==> src/rtl/contador_palabras_pkg.sv <==
// Shared constants, FSM state encoding and pop-count helper for the
// FIFO word counter.
package contador_palabras_pkg;

    localparam int N_FIFOS   = 4;
    localparam int CNT_W     = 5;
    localparam int IDX_W     = 3;
    localparam int IDX_TOTAL = 4;
    localparam int N_CNT     = N_FIFOS + 1;

    typedef enum logic [1:0] {
        ST_RESET  = 2'd0,
        ST_INIT   = 2'd1,
        ST_ACTIVE = 2'd2
    } state_t;

    // Number of FIFOs popped this cycle, widened to the counter width.
    function automatic logic [CNT_W-1:0] pop_count(input logic [N_FIFOS-1:0] pops);
        logic [CNT_W-1:0] sum;
        sum = '0;
        for (int i = 0; i < N_FIFOS; i++) begin
            sum = sum + {{(CNT_W-1){1'b0}}, pops[i]};
        end
        return sum;
    endfunction

endpackage

==> src/rtl/contador_unidad.sv <==
// Single wrapping counter with synchronous clear and a per-cycle
// increment amount.
module contador_unidad
    import contador_palabras_pkg::*;
(
    input  logic             clk,
    input  logic             reset,
    input  logic             i_clr,
    input  logic [CNT_W-1:0] i_inc,
    output logic [CNT_W-1:0] o_cnt
);

    logic [CNT_W-1:0] r_cnt;

    // Clear takes priority; the sum wraps naturally at 2**CNT_W.
    always_ff @(posedge clk or negedge reset) begin
        if (!reset) begin
            r_cnt <= '0;
        end else if (i_clr) begin
            r_cnt <= '0;
        end else begin
            r_cnt <= r_cnt + i_inc;
        end
    end

    assign o_cnt = r_cnt;

endmodule

==> src/rtl/contador_palabras.sv <==
// Per-FIFO and total pop counters with a registered, idle-gated read port.
//
// state     | meaning
// ----------+-----------------------------------------------------------
// ST_RESET  | just out of reset, moves to ST_INIT on the next edge
// ST_INIT   | counters held at zero, pops and reads ignored
// ST_ACTIVE | pops counted, reads served while idle=1
module contador_palabras
    import contador_palabras_pkg::*;
(
    input  logic             clk,
    input  logic             reset,
    input  logic             init,
    input  logic             pop_0,
    input  logic             pop_1,
    input  logic             pop_2,
    input  logic             pop_3,
    input  logic             idle,
    input  logic             req,
    input  logic [IDX_W-1:0] idx,
    output logic [CNT_W-1:0] contador,
    output logic             valid
);

    state_t           r_state;
    state_t           w_next;

    logic [N_FIFOS-1:0] w_pops;
    logic               w_clr;
    logic               w_rd;
    logic [CNT_W-1:0]   w_rd_val;
    logic [CNT_W-1:0]   w_cnt [N_CNT];
    logic [CNT_W-1:0]   w_inc [N_CNT];

    logic [CNT_W-1:0]   r_contador;
    logic               r_valid;

    assign w_pops = {pop_3, pop_2, pop_1, pop_0};

    always_ff @(posedge clk or negedge reset) begin
        if (!reset) begin
            r_state <= ST_RESET;
        end else begin
            r_state <= w_next;
        end
    end

    always_comb begin
        w_next = r_state;
        case (r_state)
            ST_RESET:  w_next = ST_INIT;
            ST_INIT:   w_next = init ? ST_INIT : ST_ACTIVE;
            ST_ACTIVE: w_next = init ? ST_INIT : ST_ACTIVE;
            default:   w_next = ST_RESET;
        endcase
    end

    // Clearing on the edge that enters INIT keeps the counters at zero
    // for the whole time the FSM sits in INIT.
    assign w_clr = (r_state != ST_ACTIVE) || init;

    always_comb begin
        for (int i = 0; i < N_FIFOS; i++) begin
            w_inc[i] = {{(CNT_W-1){1'b0}}, w_pops[i]};
        end
        w_inc[IDX_TOTAL] = pop_count(w_pops);
    end

    for (genvar g = 0; g < N_CNT; g++) begin : g_cnt
        contador_unidad u_cnt (
            .clk   (clk),
            .reset (reset),
            .i_clr (w_clr),
            .i_inc (w_inc[g]),
            .o_cnt (w_cnt[g])
        );
    end

    assign w_rd = (r_state == ST_ACTIVE) && req && idle;

    // Invalid selects fall through to zero.
    always_comb begin
        w_rd_val = '0;
        for (int k = 0; k < N_CNT; k++) begin
            if (idx == IDX_W'(k)) begin
                w_rd_val = w_cnt[k];
            end
        end
    end

    // The mux samples counter values before this edge's pops land.
    always_ff @(posedge clk or negedge reset) begin
        if (!reset) begin
            r_valid    <= 1'b0;
            r_contador <= '0;
        end else begin
            r_valid <= w_rd;
            if (w_rd) begin
                r_contador <= w_rd_val;
            end
        end
    end

    assign contador = r_contador;
    assign valid    = r_valid;

endmodule

==> config.mk <==
export PLATFORM = sky130hd
export DESIGN_NAME = contador_palabras
export DESIGN_NICKNAME = d
export VERILOG_FILES = /design/src/rtl/contador_palabras_pkg.sv /design/src/rtl/contador_unidad.sv /design/src/rtl/contador_palabras.sv
export SDC_FILE = /design/constraint.sdc
export NUM_CORES = 1
export LEC_CHECK = 0
export ABC_CLOCK_PERIOD_IN_PS = 1900
export CAP_MARGIN = 25
export CORE_MARGIN = 2
export CORE_UTILIZATION = 58
export DETAILED_ROUTE_END_ITERATION = 12
export PLACE_DENSITY = 0.87
export SLEW_MARGIN = 20
export SYNTH_ARGS = -nofsm -noshare
export SYNTH_HDL_FRONTEND = slang
export SYNTH_HIERARCHICAL = 1
export SYNTH_SLANG_ARGS = --single-unit
==> constraint.sdc <==
create_clock -name clk -period 1.9 [get_ports clk]
set_input_delay 0.475 -clock clk [delete_from_list [all_inputs] [get_ports clk]]
set_output_delay 0.475 -clock clk [all_outputs]
set_load 0.1 [all_outputs]
# Yosys cells after proc, flatten, opt, wreduce, memory -nomap -nowiden
# Index checks and enable logic that the tools add are counted.
# classes
add_sub_neg	8
n_eq_ne	7
n_mux	12
reduce_logical	6
# op_table
op	count
two-way mux 5 bit	10
adder 5 x 1 -> 5 bit	4
== test 3 x 2 -> 1 bit, second input constant	2
adder 5 x 4 -> 5 bit	1
adder 3 x 1 -> 4 bit	1
one-hot mux 2 bit (2 select lines)	1
adder 2 x 1 -> 3 bit	1
== test 3 x 1 -> 1 bit, second input constant	1
== test 3 bit, second input constant	1
zero test 3 bit	1
adder 1 x 1 -> 2 bit	1
== test 2 x 1 -> 1 bit, second input constant	1
== test 2 bit, second input constant	1
logical AND 1 bit	2
zero test 2 bit	1
two-way mux 2 bit	1
inequality test 2 bit, second input constant	1
OR reduction 2 bit	1
logical OR 1 bit	1
# totals
regBits	33
output_inout_bits	6

# Longest topological paths before layout
# Gate-level depths: netlist (run 1).
# depth
word_depth	6
depth_mapped	10
ltp_nobuf	10

# Modules after synthesis
# The synthesis (run 1) kept the hierarchy.
# modules_own_cells
module	instances	cells_per_inst	area_per_inst_um2	seq_area_each_um2
contador_unidad	5	30	316.6	125.1
contador_palabras	1	76	611.8	200.2

# Least setup slack after synthesis (run 1)
# Ideal clock, no wire load.
# synth_timing
path_kind	in2reg
start	in pop_0
end	reg g_cnt[4].u_cnt.r_cnt[4]
arrival_time_ns	2.582
required_time_ns	1.826
setup_slack_ns	-0.756
stages	10
n_path_buf	0
path_cell_list	inv_1 -> fa_1 -> inv_1 -> ha_1 -> ha_1 -> inv_1 -> fa_1 -> nand2b_1 -> a2111o_1 -> o21ai_2
# synth_rtl
element	line_no	source
from (decl)	contador_palabras.sv:14	input logic pop_0,
to (signal assigned)	contador_unidad.sv:22	r_cnt <= r_cnt + i_inc;
to (decl)	contador_unidad.sv:13	logic [CNT_W-1:0] r_cnt;

==> impl_metrics.ini, run 1 <==
[outcome]
outcome = complete, but fails checks
violations = setup timing

[timing]
rsz0062_at_grt = yes
fmax_ghz = 0.4100
clock-skew-final_ps = 2.495
period_minus_slack_ps = 2439
final_hold_viol_count = 0
tns_ps = -1956
finalSetupViolations = 6
post-route-period-util_pct = 128.4
report.final.slew_viol_count = 0
setup_ws_ps = -539.3

[final_layout]
multi_input_area_sq_um = 1421
syn_to_final_growth_pct = 30.50
antennaDiodeCount = 0
nNetsFinal = 326
fin_util_pct = 78.23
final_cell_area_sq_um = 2864
num-fill-cells = 239
register_area_sq_um = 825.8
drive_gt1_share_pct = 20.14

[critical_path]
worstSetupStartpointType = input port
cpPeakStageDelay_ps = 550
critical_path_arrival_ps = 2650
crit_chain = buf_8 -> inv_4 -> fa_1 -> inv_2 -> ha_4 -> ha_4 -> inv_2 -> fa_2 -> nand2b_4 -> a2111o_1 -> o21ai_2
r2r-start = g_cnt[0].u_cnt/o_cnt[0]$_DFF_PN0_
critPathKind = input port to flop
regToRegEndpoint = g_cnt[0].u_cnt/o_cnt[4]$_DFF_PN0_
rrSetupSlack_ps = 180
reg2reg_depth = 6
cp.required_ps = 2110
cp-end-kind = flop
crit_fanout = 2
cp-startpoint = pop_1
crit_slowest_cell = fa_1

[logic_synthesis]
synth_top_family_by_area = adder cells
synthMuxAreaShare_pct = 4.846
ys_seq_area_share_pct = 37.63
ys.flop_type = dfrtp_1
synthAdderAreaFrac_pct = 19.73
synth_compound_area_share_pct = 12.49
synth_area_leaders = dfrtp_1 (38%), ha_1 (14%), nor2_1 (8.2%)
yosysUniqueCellTypes = 24
yosys_warnings = 6
syn_avg_cell_area_sq_um = 9.711
synth_seq_cells = 33
syn_area_sq_um = 2195
synth_simple_gate_area_share_pct = 16.31
yosys.cell_count.top_type = nor2_1
synthTopCellsByCount = nor2_1 (48), dfrtp_1 (33), ha_1 (25), inv_1 (22), nand2b_1 (12)
synth-xor-area-share_pct = 3.991
synthCells = 226
synthArstFlopShare_pct = 100.0
yosysTopAreaCell = dfrtp_1
synth_edf_count = 0
netlist.area_leader.share_pct = 37.63

[placement]
placed_area_sq_um = 2666
portBuffers = 17
dp_slack_ps = -1433
dp_hpwl_mm = 3.637
place_congestion = 0.7745

[clock_tree]
clockBufferDepth = 2
htree_levels = 2
cts_tree = done
root_buffer = clkbuf_8
cts_buffers = 5
insertion_delay_ps = 280
clock_sinks = 33
hold_buffers = 0
clkTransAtPathRegs_ps = 60

[floorplan]
start_util_pct = 59.95
dieHeight_um = 65.51
dieArea_sq_um = 4292
die_w_um = 65.51
num_io_pins = 18
coreArea_sq_um = 3661
rows = 22

[detailed_routing]
wire_per_inst_um = 14.91
drc = 0
wl_mm = 4.936
ant_nets = 0
via_per_inst = 5.332
num_vias = 1765
firstDrtPassIters = 4
drt_iter0_drc = 117

[pwr]
comb_power_share_pct = 46.1
pwr-share-clk_pct = 19.2
internal_power_mw = 1.610
power_mw = 2.718
p_seq_share_pct = 34.7
sw_frac_of_total_pct = 40.74
peakVddDrop_mv = 0.5082
p_switching_mw = 1.107
leakagePower_nw = 1.400
p_per_area_nw_per_um2 = 948.9

[global_routing]
met1_usage_pct = 29.31
grt_first_pass_wirelength_mm = 8.176
use_met3_pct = 6.336
grt_use_total_pct = 25.97
top_usage_layer = met2
grtUsageMet2_pct = 45.41
grt_max_degree = 36
antenna_found_initial = 0
overflow = 0
grt_pass1_vias = 1780

[min_path]
hold_start = pop_3
worstHoldPathType = input port to flop
whs_endpoint = g_cnt[3].u_cnt/o_cnt[0]$_DFF_PN0_
min_path_cells = 3

[flow_run]
maxCapViolCount = 0
power groups by stage:
stage               Sequential [mW]  Clock, mW  Combinational (mW)
detailed placement            0.948          0                1.18
floorplan                      1.26          0               0.421
global placement              0.938          0                1.13
finish                        0.944      0.522                1.25
CTS                           0.935      0.534                1.21
global route                  0.955      0.571                1.35
how the worst max path moves through the flow:
stage / slack (ps) / to
final: -540 / g_cnt[4].u_cnt/o_cnt[4]$_DFF_PN0_
after global routing: -580 / g_cnt[4].u_cnt/o_cnt[4]$_DFF_PN0_
after global placement: -1270 / g_cnt[4].u_cnt/o_cnt[4]$_DFF_PN0_
after floorplan: -630 / g_cnt[4].u_cnt/o_cnt[4]$_DFF_PN0_
after CTS: -610 / g_cnt[4].u_cnt/o_cnt[4]$_DFF_PN0_
after detailed placement: -1430 / g_cnt[4].u_cnt/o_cnt[3]$_DFF_PN0_
timing repair:
item | 4_1_cts | 5_1_grt
setup endpoints to repair | 10 | 6
pin swaps | 5 | 9
gates resized for setup | 22 | 15
setup buffers | 3 | 1
final cells by class:
type                       instances  share of cell area (%)
inverter                          23                   3.364
multi-input combinational        188                   49.63
timing repair buffer              32                   13.06
tap                               48                   2.097
sequential                        33                   28.83
clock buffer                       7                   3.014
per-layer routing:
layer | vias up | share of wire, %
li1 | 847 | -
met1 | 846 | 39
met4 | 0 | 3.8
met3 | 19 | 4.3
met5 | - | 0
met2 | 53 | 53
layout by cell type (no fill, tap or decap), drive strengths merged:
| master | count |
|---|---|
| nor2 | 48 |
| dfrtp | 33 |
| ha | 25 |
| buf | 24 |
| inv | 23 |
| conb | 22 |
| nand2b | 12 |
| nor2b | 11 |
| a21oi | 11 |
| xor2 | 10 |
| clkdlybuf4s50 | 8 |
| clkbuf | 7 |
| nand2 | 6 |
| fa | 6 |
| mux2i | 5 |
| a311oi | 5 |
| o31ai | 5 |
| a21o | 5 |
| a2111o | 5 |
| o21ai | 5 |
| mux2 | 5 |
| nand3 | 1 |
| or2 | 1 |
through the flow:
stage / instances / hold WS [ps]
finish: 331 / 541.1
global route: 331 / 546.8
CTS: 331 / 536.5
detailed placement: 321 / 532.9
global placement: 321 / 526.2
floorplan: 247 / 179.4
flip-flops by register name (all words and copies together), names as in the netlist:
register	flops
g_cnt.u_cnt/o_cnt	25
contador	5
r_state	2
valid	1
worst max-delay path: cells and delay by family:
family	cells	cell delay, ps
AO/OA/AOI/OAI	2	470
adder cells (fa/ha/maj)	4	1350
buffers and inverters	4	210
AND/OR/NAND/NOR	1	150
cells by family (layout without fill, tap and decap cells):
family                     Yosys count  after routing
and+or+nand+nor                     79             79
AOI/OAI and AO/OA                   36             36
DFF                                 33             33
adders and majority gates           31             31
buffers and inverters               26             62
xor gates and xnor gates            10             10
muxes                               10             10
other                                1             22
(Power assumes the default switching activity.)
==> run 2, diff against run 1 <==
- CAP_MARGIN: 25 -> 40
- CORE_UTILIZATION: 58 -> 49
- PLACE_DENSITY: 0.87 -> 0.76
==> run 2 against run 1 <==
The flow still finishes with violations (setup timing). Clock-buffer cell count unchanged. First-iteration DRC count shrank 50%. Flip-flop and latch count did not move. Combinational power shrank 3%. Critical path depth stayed put. Fmax is 4.9% higher. Critical path type unchanged. Largest cell class unchanged.
==> impl_metrics.ini, run 2 (synthesis results as in run 1) <==
[placement]
portBuffers = 17
dp.cells = 330
place_congestion = 0.7257
dp_hpwl_mm = 3.209

[floorplan]
num_io_pins = 18
dieArea_sq_um = 5030
dieHeight_um = 70.93
rows = 24
start_util_pct = 50.75
coreArea_sq_um = 4324
die_w_um = 70.93

[timing]
fmax_ghz = 0.4300
clock-skew-final_ps = 7.084
final_hold_viol_count = 0
setup_ws_ps = -425.6
finalSetupViolations = 4
tns_ps = -1239
timing.hold.ws_ps = 537.8
post-route-period-util_pct = 122.4
rsz0062_at_grt = yes
report.final.slew_viol_count = 0
period_minus_slack_ps = 2326

[global_routing]
grt_max_degree = 36
antenna_found_initial = 0
grt_pass1_vias = 1708
grt_first_pass_wirelength_mm = 7.486
grt_use_total_pct = 19.15
overflow = 0

[detailed_routing]
num_vias = 1691
drc = 0
highest_layer = met4
firstDrtPassIters = 4
drt_iter0_drc = 58
via_per_inst = 4.988
dr_wl_met2_mm = 2.186
ant_nets = 0
wl_mm = 4.304
wl_met1_mm = 1.889
wire_per_inst_um = 12.70
wl_met3_um = 156

[clock_tree]
insertion_delay_ps = 290
clockBufferDepth = 2
clkTransAtPathRegs_ps = 70
root_buffer = clkbuf_8
cts_tree = done
clock_sinks = 33
hold_buffers = 0
htree_levels = 2
cts_buffers = 5

[critical_path]
crit_fanout = 2
cp-end-kind = flop
critical_path_arrival_ps = 2550
r2r-start = g_cnt[2].u_cnt/o_cnt[0]$_DFF_PN0_
cp-startpoint = pop_3
cp.required_ps = 2120
worstSetupStartpointType = input port
critPathKind = input port to flop

[final_layout]
most-common-layout-cells = nor2_1 (48), dfrtp_1 (33), conb_1 (22), ha_1 (21), buf_4 (17)
num-fill-cells = 323
drive_gt1_share_pct = 20.56
fin_util_pct = 66.90
syn_to_final_growth_pct = 31.81
final_common_cell = nor2_1
instances_no_fill = 339
largest_register_ffs = 25
nNetsFinal = 330
antennaDiodeCount = 0

[outcome]
violations = setup timing
outcome = complete, but fails checks

[pwr]
peakVddDrop_mv = 0.5403
p_per_area_nw_per_um2 = 927.5
leakagePower_nw = 1.428

[min_path]
worstHoldPathType = input port to flop
hold_start = pop_3

[flow_run]
maxCapViolCount = 0
==> run 2: cell count changes in the layout (fill, tap and decap cells not counted) <==
cell,before,now
clkdlybuf4s50_1,8,7
buf_4,12,17
buf_6,3,2
dlymetal6s2s_1,0,1
nor2_1,46,48
nor2_2,2,0
==> run 2: routing by layer <==
metal  vias to the layer above  global-route usage (%)
li1                        854                       -
met1                       799                   24.44
met2                        29                   31.36
met3                         9                   5.128
met4                         0                   7.128
met5                         -                       0
==> run 2: worst paths after layout <==
| check | end | slack [ps] | cells past startpoint |
|---|---|---|---|
| worst min register to register | contador[1]$_DFFE_PN0P_ | 550 | 2 |
| worst max-delay path | g_cnt[4].u_cnt/o_cnt[4]$_DFF_PN0_ | -430 | 11 |
| min in group asynchronous | g_cnt[4].u_cnt/o_cnt[1]$_DFF_PN0_ | 600 | 2 |
| worst max register to register | g_cnt[2].u_cnt/o_cnt[4]$_DFF_PN0_ | 260 | 6 |
| worst min-delay path | g_cnt[3].u_cnt/o_cnt[0]$_DFF_PN0_ | 540 | 3 |
| max in group asynchronous | g_cnt[2].u_cnt/o_cnt[4]$_DFF_PN0_ | 990 | 2 |
==> run 2: area by class of cell <==
cell class,count,area (sq um),area share [%]
Multi-Input combinational cell,188,1416,48.96
Sequential cell,33,825.8,28.55
Timing Repair Buffer,36,402.9,13.93
Inverter,23,96.34,3.330
Clock buffer,7,86.33,2.984
Tap cell,52,65.06,2.249
==> run 2: metrics by stage <==
| stage | total power, mW | setup slack (ps) | area, sq um |
|---|---|---|---|
| 2_1_floorplan | 1.676 | -629.4 | 2293 |
| 3_3_place_gp | 2.078 | -1270 | 2709 |
| 3_5_place_dp | 2.116 | -1312 | 2709 |
| 4_1_cts | 2.674 | -505.7 | 2833 |
| 5_1_grt | 2.853 | -499.0 | 2893 |
| 6_report | 2.683 | -425.6 | 2893 |
==> run 2: repair_timing <==
action / in CTS / in global routing
resized for setup: 23 / 11
pin swaps: 7 / 7
buffers inserted: 2 / 0
endpoints found under the setup margin: 9 / 6
gates cloned: 0 / 0
==> run 2: power by group <==
group          internal [mW]  leakage [nW]  switching [mW]
Sequential             0.826         0.453           0.108
Combinational          0.491         0.931           0.720
Clock                  0.287        0.0443           0.252
Total                   1.60          1.43            1.08
==> run 2: worst max-delay path: stages <==
cell and delay (ps):
buf_8 80, inv_4 30, fa_1 540, inv_2 50
ha_4 150, ha_4 280, inv_2 40, fa_2 330
nand2b_4 150, a2111o_1 370, o21ai_2 60
